===== config.mk =====
export PLATFORM = sky130hd
export DESIGN_NAME = mdu_requester
export DESIGN_NICKNAME = d
export VERILOG_FILES = /design/src/rtl/holy_core_pkg.sv /design/src/rtl/mdu_reuse_cache.sv /design/src/rtl/mdu_requester.sv
export SDC_FILE = /design/constraint.sdc
export NUM_CORES = 1
export LEC_CHECK = 0
export BUFFER_PORTS_ARGS = -buffer_cell sky130_fd_sc_hd__buf_2
export CORE_ASPECT_RATIO = 1.2
export CORE_MARGIN = 10
export CORE_UTILIZATION = 46
export CTS_CLUSTER_SIZE = 12
export DETAILED_ROUTE_END_ITERATION = 10
export PLACE_DENSITY = 0.8
export SYNTH_ARGS = -nofsm -noshare
export SYNTH_HDL_FRONTEND = slang
export SYNTH_SLANG_ARGS = --single-unit

===== constraint.sdc =====
create_clock -name clk -period 1.59 [get_ports clk]
set_input_delay 0.159 -clock clk [delete_from_list [all_inputs] [get_ports clk]]
set_output_delay 0.159 -clock clk [all_outputs]
set_load 0.01 [all_outputs]

===== src/rtl/holy_core_pkg.sv =====
// Shared core types: ALU/MDU operation encoding and the MDU requester state set.
package holy_core_pkg;

    typedef enum logic [4:0] {
        ALU_ADD    = 5'd0,
        ALU_SUB    = 5'd1,
        ALU_AND    = 5'd2,
        ALU_OR     = 5'd3,
        ALU_XOR    = 5'd4,
        ALU_SLT    = 5'd5,
        ALU_SLTU   = 5'd6,
        ALU_SLL    = 5'd7,
        ALU_SRL    = 5'd8,
        ALU_SRA    = 5'd9,
        ALU_MUL    = 5'd16,
        ALU_MULH   = 5'd17,
        ALU_MULHSU = 5'd18,
        ALU_MULHU  = 5'd19,
        ALU_DIV    = 5'd20,
        ALU_DIVU   = 5'd21,
        ALU_REM    = 5'd22,
        ALU_REMU   = 5'd23
    } alu_control_t;

    typedef enum logic [2:0] {
        REQ_IDLE  = 3'd0,
        REQ_ISSUE = 3'd1,
        REQ_WAIT  = 3'd2,
        REQ_DONE  = 3'd3,
        REQ_DRAIN = 3'd4
    } mdu_req_state_t;

endpackage


===== src/rtl/mdu_reuse_cache.sv =====
// Single-entry result cache: remembers the last completed MDU op and flags an
// exact {control, src1, src2} match against the execute-stage operands.
module mdu_reuse_cache
    import holy_core_pkg::*;
(
    input  logic         clk,
    input  logic         rst_n,
    input  alu_control_t i_lookup_control,
    input  logic [31:0]  i_lookup_src1,
    input  logic [31:0]  i_lookup_src2,
    output logic         o_hit,
    output logic [31:0]  o_result,
    input  logic         i_update,
    input  alu_control_t i_update_control,
    input  logic [31:0]  i_update_src1,
    input  logic [31:0]  i_update_src2,
    input  logic [31:0]  i_update_result
);

    logic         r_valid;
    alu_control_t r_control;
    logic [31:0]  r_src1;
    logic [31:0]  r_src2;
    logic [31:0]  r_result;

    always_ff @(posedge clk) begin
        if (!rst_n) begin
            r_valid   <= 1'b0;
            r_control <= ALU_ADD;
            r_src1    <= '0;
            r_src2    <= '0;
            r_result  <= '0;
        end else if (i_update) begin
            r_valid   <= 1'b1;
            r_control <= i_update_control;
            r_src1    <= i_update_src1;
            r_src2    <= i_update_src2;
            r_result  <= i_update_result;
        end
    end

    assign o_hit = r_valid
                && (r_control == i_lookup_control)
                && (r_src1 == i_lookup_src1)
                && (r_src2 == i_lookup_src2);
    assign o_result = r_result;

endmodule


===== src/rtl/mdu_requester.sv =====
// Execute-stage MDU initiator: latches operands, runs the req/res/ack handshake,
// stalls until the result lands and drains flushed ops. MDU_REUSE_EN adds result reuse.
module mdu_requester
    import holy_core_pkg::*;
(
    input  logic         clk,
    input  logic         rst_n,
    input  logic         ex_valid,
    input  logic [31:0]  ex_src1,
    input  logic [31:0]  ex_src2,
    input  alu_control_t ex_control,
    input  logic         flush,
    output logic         stall_req,
    output logic [31:0]  result,
    output logic         result_valid,
    output logic [31:0]  mdu_src1,
    output logic [31:0]  mdu_src2,
    output alu_control_t mdu_control,
    output logic         req_valid,
    output logic         res_ack,
    input  logic         res_valid,
    input  logic [31:0]  mdu_result
);

    mdu_req_state_t r_state;
    logic [31:0]    r_src1;
    logic [31:0]    r_src2;
    alu_control_t   r_control;
    logic [31:0]    r_result;
    logic           r_req_valid;

    logic           w_start;
    logic           w_cache_hit;
    logic [31:0]    w_cache_result;

    assign w_start = (r_state == REQ_IDLE) && ex_valid && !flush;

`ifdef MDU_REUSE_EN
    logic w_cache_update;

    // Flushed-in-DONE ops still refresh the cache; only drained results are dropped.
    assign w_cache_update = (r_state == REQ_WAIT) && res_valid && !flush;

    mdu_reuse_cache u_reuse_cache (
        .clk              (clk),
        .rst_n            (rst_n),
        .i_lookup_control (ex_control),
        .i_lookup_src1    (ex_src1),
        .i_lookup_src2    (ex_src2),
        .o_hit            (w_cache_hit),
        .o_result         (w_cache_result),
        .i_update         (w_cache_update),
        .i_update_control (r_control),
        .i_update_src1    (r_src1),
        .i_update_src2    (r_src2),
        .i_update_result  (mdu_result)
    );
`else
    assign w_cache_hit    = 1'b0;
    assign w_cache_result = '0;
`endif

    always_ff @(posedge clk) begin
        if (!rst_n) begin
            r_state     <= REQ_IDLE;
            r_src1      <= '0;
            r_src2      <= '0;
            r_control   <= ALU_ADD;
            r_result    <= '0;
            r_req_valid <= 1'b0;
        end else begin
            r_req_valid <= 1'b0;
            case (r_state)
                REQ_IDLE: begin
                    if (w_start) begin
                        r_src1    <= ex_src1;
                        r_src2    <= ex_src2;
                        r_control <= ex_control;
                        if (w_cache_hit) begin
                            r_result <= w_cache_result;
                            r_state  <= REQ_DONE;
                        end else begin
                            r_req_valid <= 1'b1;
                            r_state     <= REQ_ISSUE;
                        end
                    end
                end
                // The request is already on the wire, so a flush here must drain.
                REQ_ISSUE: r_state <= flush ? REQ_DRAIN : REQ_WAIT;
                REQ_WAIT: begin
                    if (res_valid) begin
                        if (flush) begin
                            r_state <= REQ_IDLE;
                        end else begin
                            r_result <= mdu_result;
                            r_state  <= REQ_DONE;
                        end
                    end else if (flush) begin
                        r_state <= REQ_DRAIN;
                    end
                end
                REQ_DONE:  r_state <= REQ_IDLE;
                REQ_DRAIN: if (res_valid) r_state <= REQ_IDLE;
                default:   r_state <= REQ_IDLE;
            endcase
        end
    end

    always_comb begin
        stall_req = 1'b0;
        case (r_state)
            REQ_IDLE:  stall_req = ex_valid && !flush;
            REQ_ISSUE: stall_req = 1'b1;
            REQ_WAIT:  stall_req = 1'b1;
            REQ_DONE:  stall_req = 1'b0;
            REQ_DRAIN: stall_req = ex_valid;
            default:   stall_req = 1'b0;
        endcase
    end

    // Operands stay on the MDU inputs through the ack, since products are computed live.
    assign mdu_src1     = r_src1;
    assign mdu_src2     = r_src2;
    assign mdu_control  = r_control;
    assign req_valid    = r_req_valid;
    assign res_ack      = res_valid && ((r_state == REQ_WAIT) || (r_state == REQ_DRAIN));
    assign result       = r_result;
    assign result_valid = (r_state == REQ_DONE) && !flush;

endmodule

==> Word-level counts from Yosys, hierarchy flattened <==
Cells that the tools add are included.
{ "word_totals": {"regBits": 105, "out_inout_bits": 105, "word_cells": 36} }
{ "classes": {"eq_ne": 7, "mux": 9, "n_bitwise": 1, "n_reduce_logical": 13} }
{ "ops": {"columns": ["operator", "count"], "rows": [
  ["2-to-1 mux 3 bit", 5],
  ["case mux 3 bit (4 select lines)", 1],
  ["equality test 3 x 2 -> 1 bit (second input constant)", 2],
  ["AND reduction 3 bit", 2],
  ["logical AND 1 bit", 5],
  ["inequality test 2 bit (second input constant)", 2],
  ["AND reduction 2 bit", 2],
  ["equality test 3 x 1 -> 1 bit (second input constant)", 1],
  ["equality test 3 bit (second input constant)", 1],
  ["logical NOT 3 bit", 1],
  ["inequality test 3 bit (second input constant)", 1],
  ["case mux 1 bit (3 select lines)", 1],
  ["2-to-1 mux 2 bit", 1],
  ["OR reduction 2 bit", 1],
  ["logical NOT 1 bit", 1],
  ["logical OR 1 bit", 1],
  ["2-to-1 mux 1 bit", 1],
  ["NOT 1 bit", 1]
]} }

==> Logic depth before layout (Yosys ltp) <==
{ "depth": {"depth_word": 5, "depth_mapped": 6} }

==> Worst setup path after synthesis <==
Ideal clock, no wire load.
{ "synth_path": {"path_type": "reg-to-reg", "from": "reg r_state[1]", "to": "reg r_result[10], in the netlist result[10]", "setup_ps": 72, "t_arrival_ps": 1198, "path_slack_ps": 320, "stages_incl_launch_ff": 6, "path_buffers": 2, "period_less_slack_ps": 1270, "cell_sequence": "dfxtp_1 buf_4 nand2b_4 nor3_4 buf_8 mux2i_1"} }
{ "synth_via": {"elab_chain_len": 2} }
{ "synth_rtl": {"columns": ["element", "line", "rtl"], "rows": [
  ["start, declared", "mdu_requester.sv:25", "mdu_req_state_t r_state;"],
  ["start signal, assigned", "mdu_requester.sv:89", "REQ_ISSUE: r_state <= flush ? REQ_DRAIN : REQ_WAIT;"],
  ["equality test 3 x 2 -> 1 bit", "mdu_requester.sv:73", "case (r_state)"],
  ["AND reduction 3 bit (no source line)", null, null],
  ["end signal, assigned", "mdu_requester.sv:80", "r_result <= w_cache_result;"],
  ["end signal, assigned", "mdu_requester.sv:95", "r_result <= mdu_result;"],
  ["end, declared", "mdu_requester.sv:29", "logic [31:0] r_result;"]
]} }
Every way passes these cells.
A chain may end at the register's enable or synchronous reset.

==> Worst setup path after layout <==
{ "layout_path": {"from": "reg r_state[2]", "to": "out stall_req"} }
{ "layout_via": {"elab_chain_len": 3} }
{ "layout_rtl": {"columns": ["element", "line", "rtl"], "rows": [
  ["equality test 3 x 2 -> 1 bit or equality test 3 x 1 -> 1 bit (tied branches)", "mdu_requester.sv:111", "case (r_state)"],
  ["OR reduction 2 bit (no source line)", null, null],
  ["case mux 1 bit (3 select lines) (*)", "mdu_requester.sv:111", null],
  ["end, declared", "mdu_requester.sv:13", "output logic stall_req,"]
]} }
Mark *: on every way between the ends. The rest lies on a longest branch, timed or not.

==> impl_metrics.csv <==
group,metric,value,unit
critical_path,cp.arrival,1.38,ns
timing,timing.hold.ws,0.0357,ns
critical_path,worst_setup_path_start_kind,"flop",
cts,cts_made_buffers,9,
logic_synthesis,synth_top_family_by_area,"multiplexers",
drt,drt_iter0_markers,115,
finish,final.fill_count,782,
cts,worstSkewPairLatency,0.36,ns
hold_path,hp-start,"mdu_result[21]",
finish,most_common_cell_after_layout_fill_and_taps_aside,"buf_2",
cts,cts_tree,"built",
pwr,post_route_total_power,5.24,mW
drt,wire_length_per_cell,14.9,µm
pwr,p_leak,2.70,nW
timing,timing.max_slew.rel_slack,74.5,%
timing,final-hold-violation-count,0,
timing,setup_viol,0,
finish,layout-area-overhead-vs-synth,31.3,%
logic_synthesis,synth_sequential_area_ratio,48.9,%
placement,gp_routability_congestion,0.810,
timing,fin_crit_sh,96.6,%
logic_synthesis,synth_compound_area_share,0.932,%
drt,antenna_violating_nets_post_route,0,
timing,fin_setup_tns,0,ns
grt,wire_length_of_the_first_global_routing_pass,18500,µm
timing,rsz0062_at_grt,"false",
cts,cts_clock_pin_slew_for_the_worst_setup_and_hold_paths,0.09,ns
critical_path,critPathKind,"flop to primary output",
hold_path,min_path_type,"input port to flop",
grt,first_global_vias,3833,
floorplanning,io_pins,211,
placement,place.detailed.hpwl,9200,µm
critical_path,worst_ep_required_time,1.43,ns
logic_synthesis,synthSimpleGateAreaFrac,20.6,%
logic_synthesis,syn_area_per_cell,9.18,µm²
timing,timing.clock.skew,0.00733,ns
logic_synthesis,synth_fp_nets,574,
cts,htreeDepth,3,
critical_path,timing.critical_path.fanout_max,5,
drt,drc_errors,0,
finish,fin_nets,771,
timing,worst_slack,0.0547,ns
floorplanning,core_area,9080,µm²
finish,postLayoutCoreUtil,62.1,%
finish,final_cell_area,5640,µm²
placement,portBuffers,210,
drt,detail_route.first_pass.iterations,4,
finish,insertedDiodeCount,0,
logic_synthesis,post_synth_fa_ha_maj_area_fraction,0,%
finish,layout.cells.non_filler,789,
cts,cts_hold_buffers,0,
drt,wl,11800,µm
grt,grt.overflow.total,0,
timing,finalWorstPathRequiredPeriod,1.54,ns
logic_synthesis,number_of_instances_in_the_synthesized_netlist,468,
logic_synthesis,yosys_warnings,0,
grt,initial_antenna_violation_count,0,
timing,achievable-frequency,651,MHz
floorplanning,initial_utilization,47.3,%
critical_path,crit-reg2reg-launch,"r_state[1]$_SDFFE_PN0P_",
finish,drive_gt1_share,36.6,%
pwr,irDropWorstVdd,0.495,mV
run_status,status,"finished, final reports clean",
cts,cts_root_buf,"clkbuf_8",
cts,cts.sinks,105,
logic_synthesis,synthesis.area,4300,µm²
placement,place_area,5390,µm²
grt,groute.usage.overall,16.5,%
floorplanning,dieHeight,126,µm
flow_run,cap_viol_max_count,0,
floorplanning,floorplan.rows,38,
placement,dp_slack,0.0721,ns
logic_synthesis,synth.area.mux_share,23.5,%
drt,via_count,3699,
logic_synthesis,number_of_synthesized_register_bits,105,
grt,grt_max_degree,63,
timing,worst_slew_pin_slew,0.382,ns
logic_synthesis,synth_xor_area_share,0.204,%
critical_path,setup.worst_path.start,"r_state[2]$_SDFFE_PN0P_",
timing,drv_slew,0,
critical_path,critical_path.endpoint_type,"primary output",
floorplanning,area_of_the_die,13600,µm²
cts,clock_tree.buffer_depth,2,
logic_synthesis,yosys.cell_types.count,25,
finish,most_used_cells_in_the_layout_excluding_fill_and_tap_cells,"buf_2, nand2_1, dfxtp_1, mux2i_1, clkbuf_8",
placement,placed_cells,772,
pwr,power.density_cell_area,928,nW/µm²
drt,vias_per_cell,4.69,
floorplanning,chipWidth,108,µm
cell type report:
class,count,area [µm²],area share (%)
timing repair buffer,222,1210,21.4
clock buffer,12,145,2.57
tap,120,150,2.66
inverter,1,3.75,0.0666
sequential,105,2110,37.4
multi-input combinational,326,1960,34.7
clock inverter,3,65.1,1.15
kinds of logic (layout without fill, tap and decap cells):
kind of cell / count (synthesis) / count (layout)
AO/OA/AOI/OAI: 6 / 6
XOR/XNOR: 1 / 1
buffers and inverters: 37 / 238
flip-flops: 105 / 105
multiplexers: 101 / 101
AND/OR/NAND/NOR: 218 / 218
layer usage:
| layer | vias to the layer above | part of all wire, % | track usage (%) |
|---|---|---|---|
| li1 | 1889 | - | - |
| met1 | 1643 | 41 | 17.9 |
| met3 | 12 | 11 | 7.30 |
| met5 | - | 0 | 0 |
| met4 | 0 | 1.6 | 6.14 |
| met2 | 155 | 47 | 27.6 |
critical path, stage by stage, from the launching register on:
cell and delay, ns:
dfxtp_4 0.37, nand2b_4 0.16, a21boi_2 0.16, o32ai_2 0.14, buf_2 0.19
flip-flops by register name, indices dropped and copies added, names as in the netlist:
signal	cells
mdu_src1	32
mdu_control	5
req_valid	1
r_state	3
mdu_src2	32
result	32
Yosys cell counts (all sizes together):
| cell | instances | area share (%) |
|---|---|---|
| a21oi | 3 | 0.35 |
| dfxtp | 105 | 49 |
| nor2b | 1 | 0.20 |
| nor2 | 3 | 0.26 |
| nand2b | 3 | 0.79 |
| and2 | 1 | 0.15 |
| nor4b | 1 | 0.20 |
| clkbuf | 18 | 1.6 |
| o31a | 1 | 0.20 |
| nor3 | 3 | 0.61 |
| a21boi | 1 | 0.17 |
| nor3b | 1 | 0.17 |
| and3b | 1 | 0.20 |
| and4b | 1 | 0.23 |
| nand2 | 203 | 18 |
| buf | 18 | 4.2 |
| inv | 1 | 0.087 |
| mux2i | 101 | 24 |
| o32ai | 1 | 0.20 |
| xnor2 | 1 | 0.20 |
what timing repair did:
action | CTS | global route
resized for setup | 7 | 1
pin swaps | 0 | 1
setup buffers | 0 | 2
setup endpoints to repair | 1 | 1
power breakdown:
part / switching, mW / internal [mW]
logic: 0.357 / 0.322
registers: 0.0575 / 2.73
clock network: 0.847 / 0.922
total: 1.26 / 3.97
final timing paths:
check	endpoint	cells after the start	slack, ns
hold reg to reg	result[10]$_SDFFE_PN0P_	2	0.46
setup / recovery	stall_req	4	0.05
setup reg to reg	mdu_src1[19]$_SDFFE_PN0P_	4	0.09
hold / removal	result[21]$_SDFFE_PN0P_	3	0.04
(Power assumes the default switching activity.)
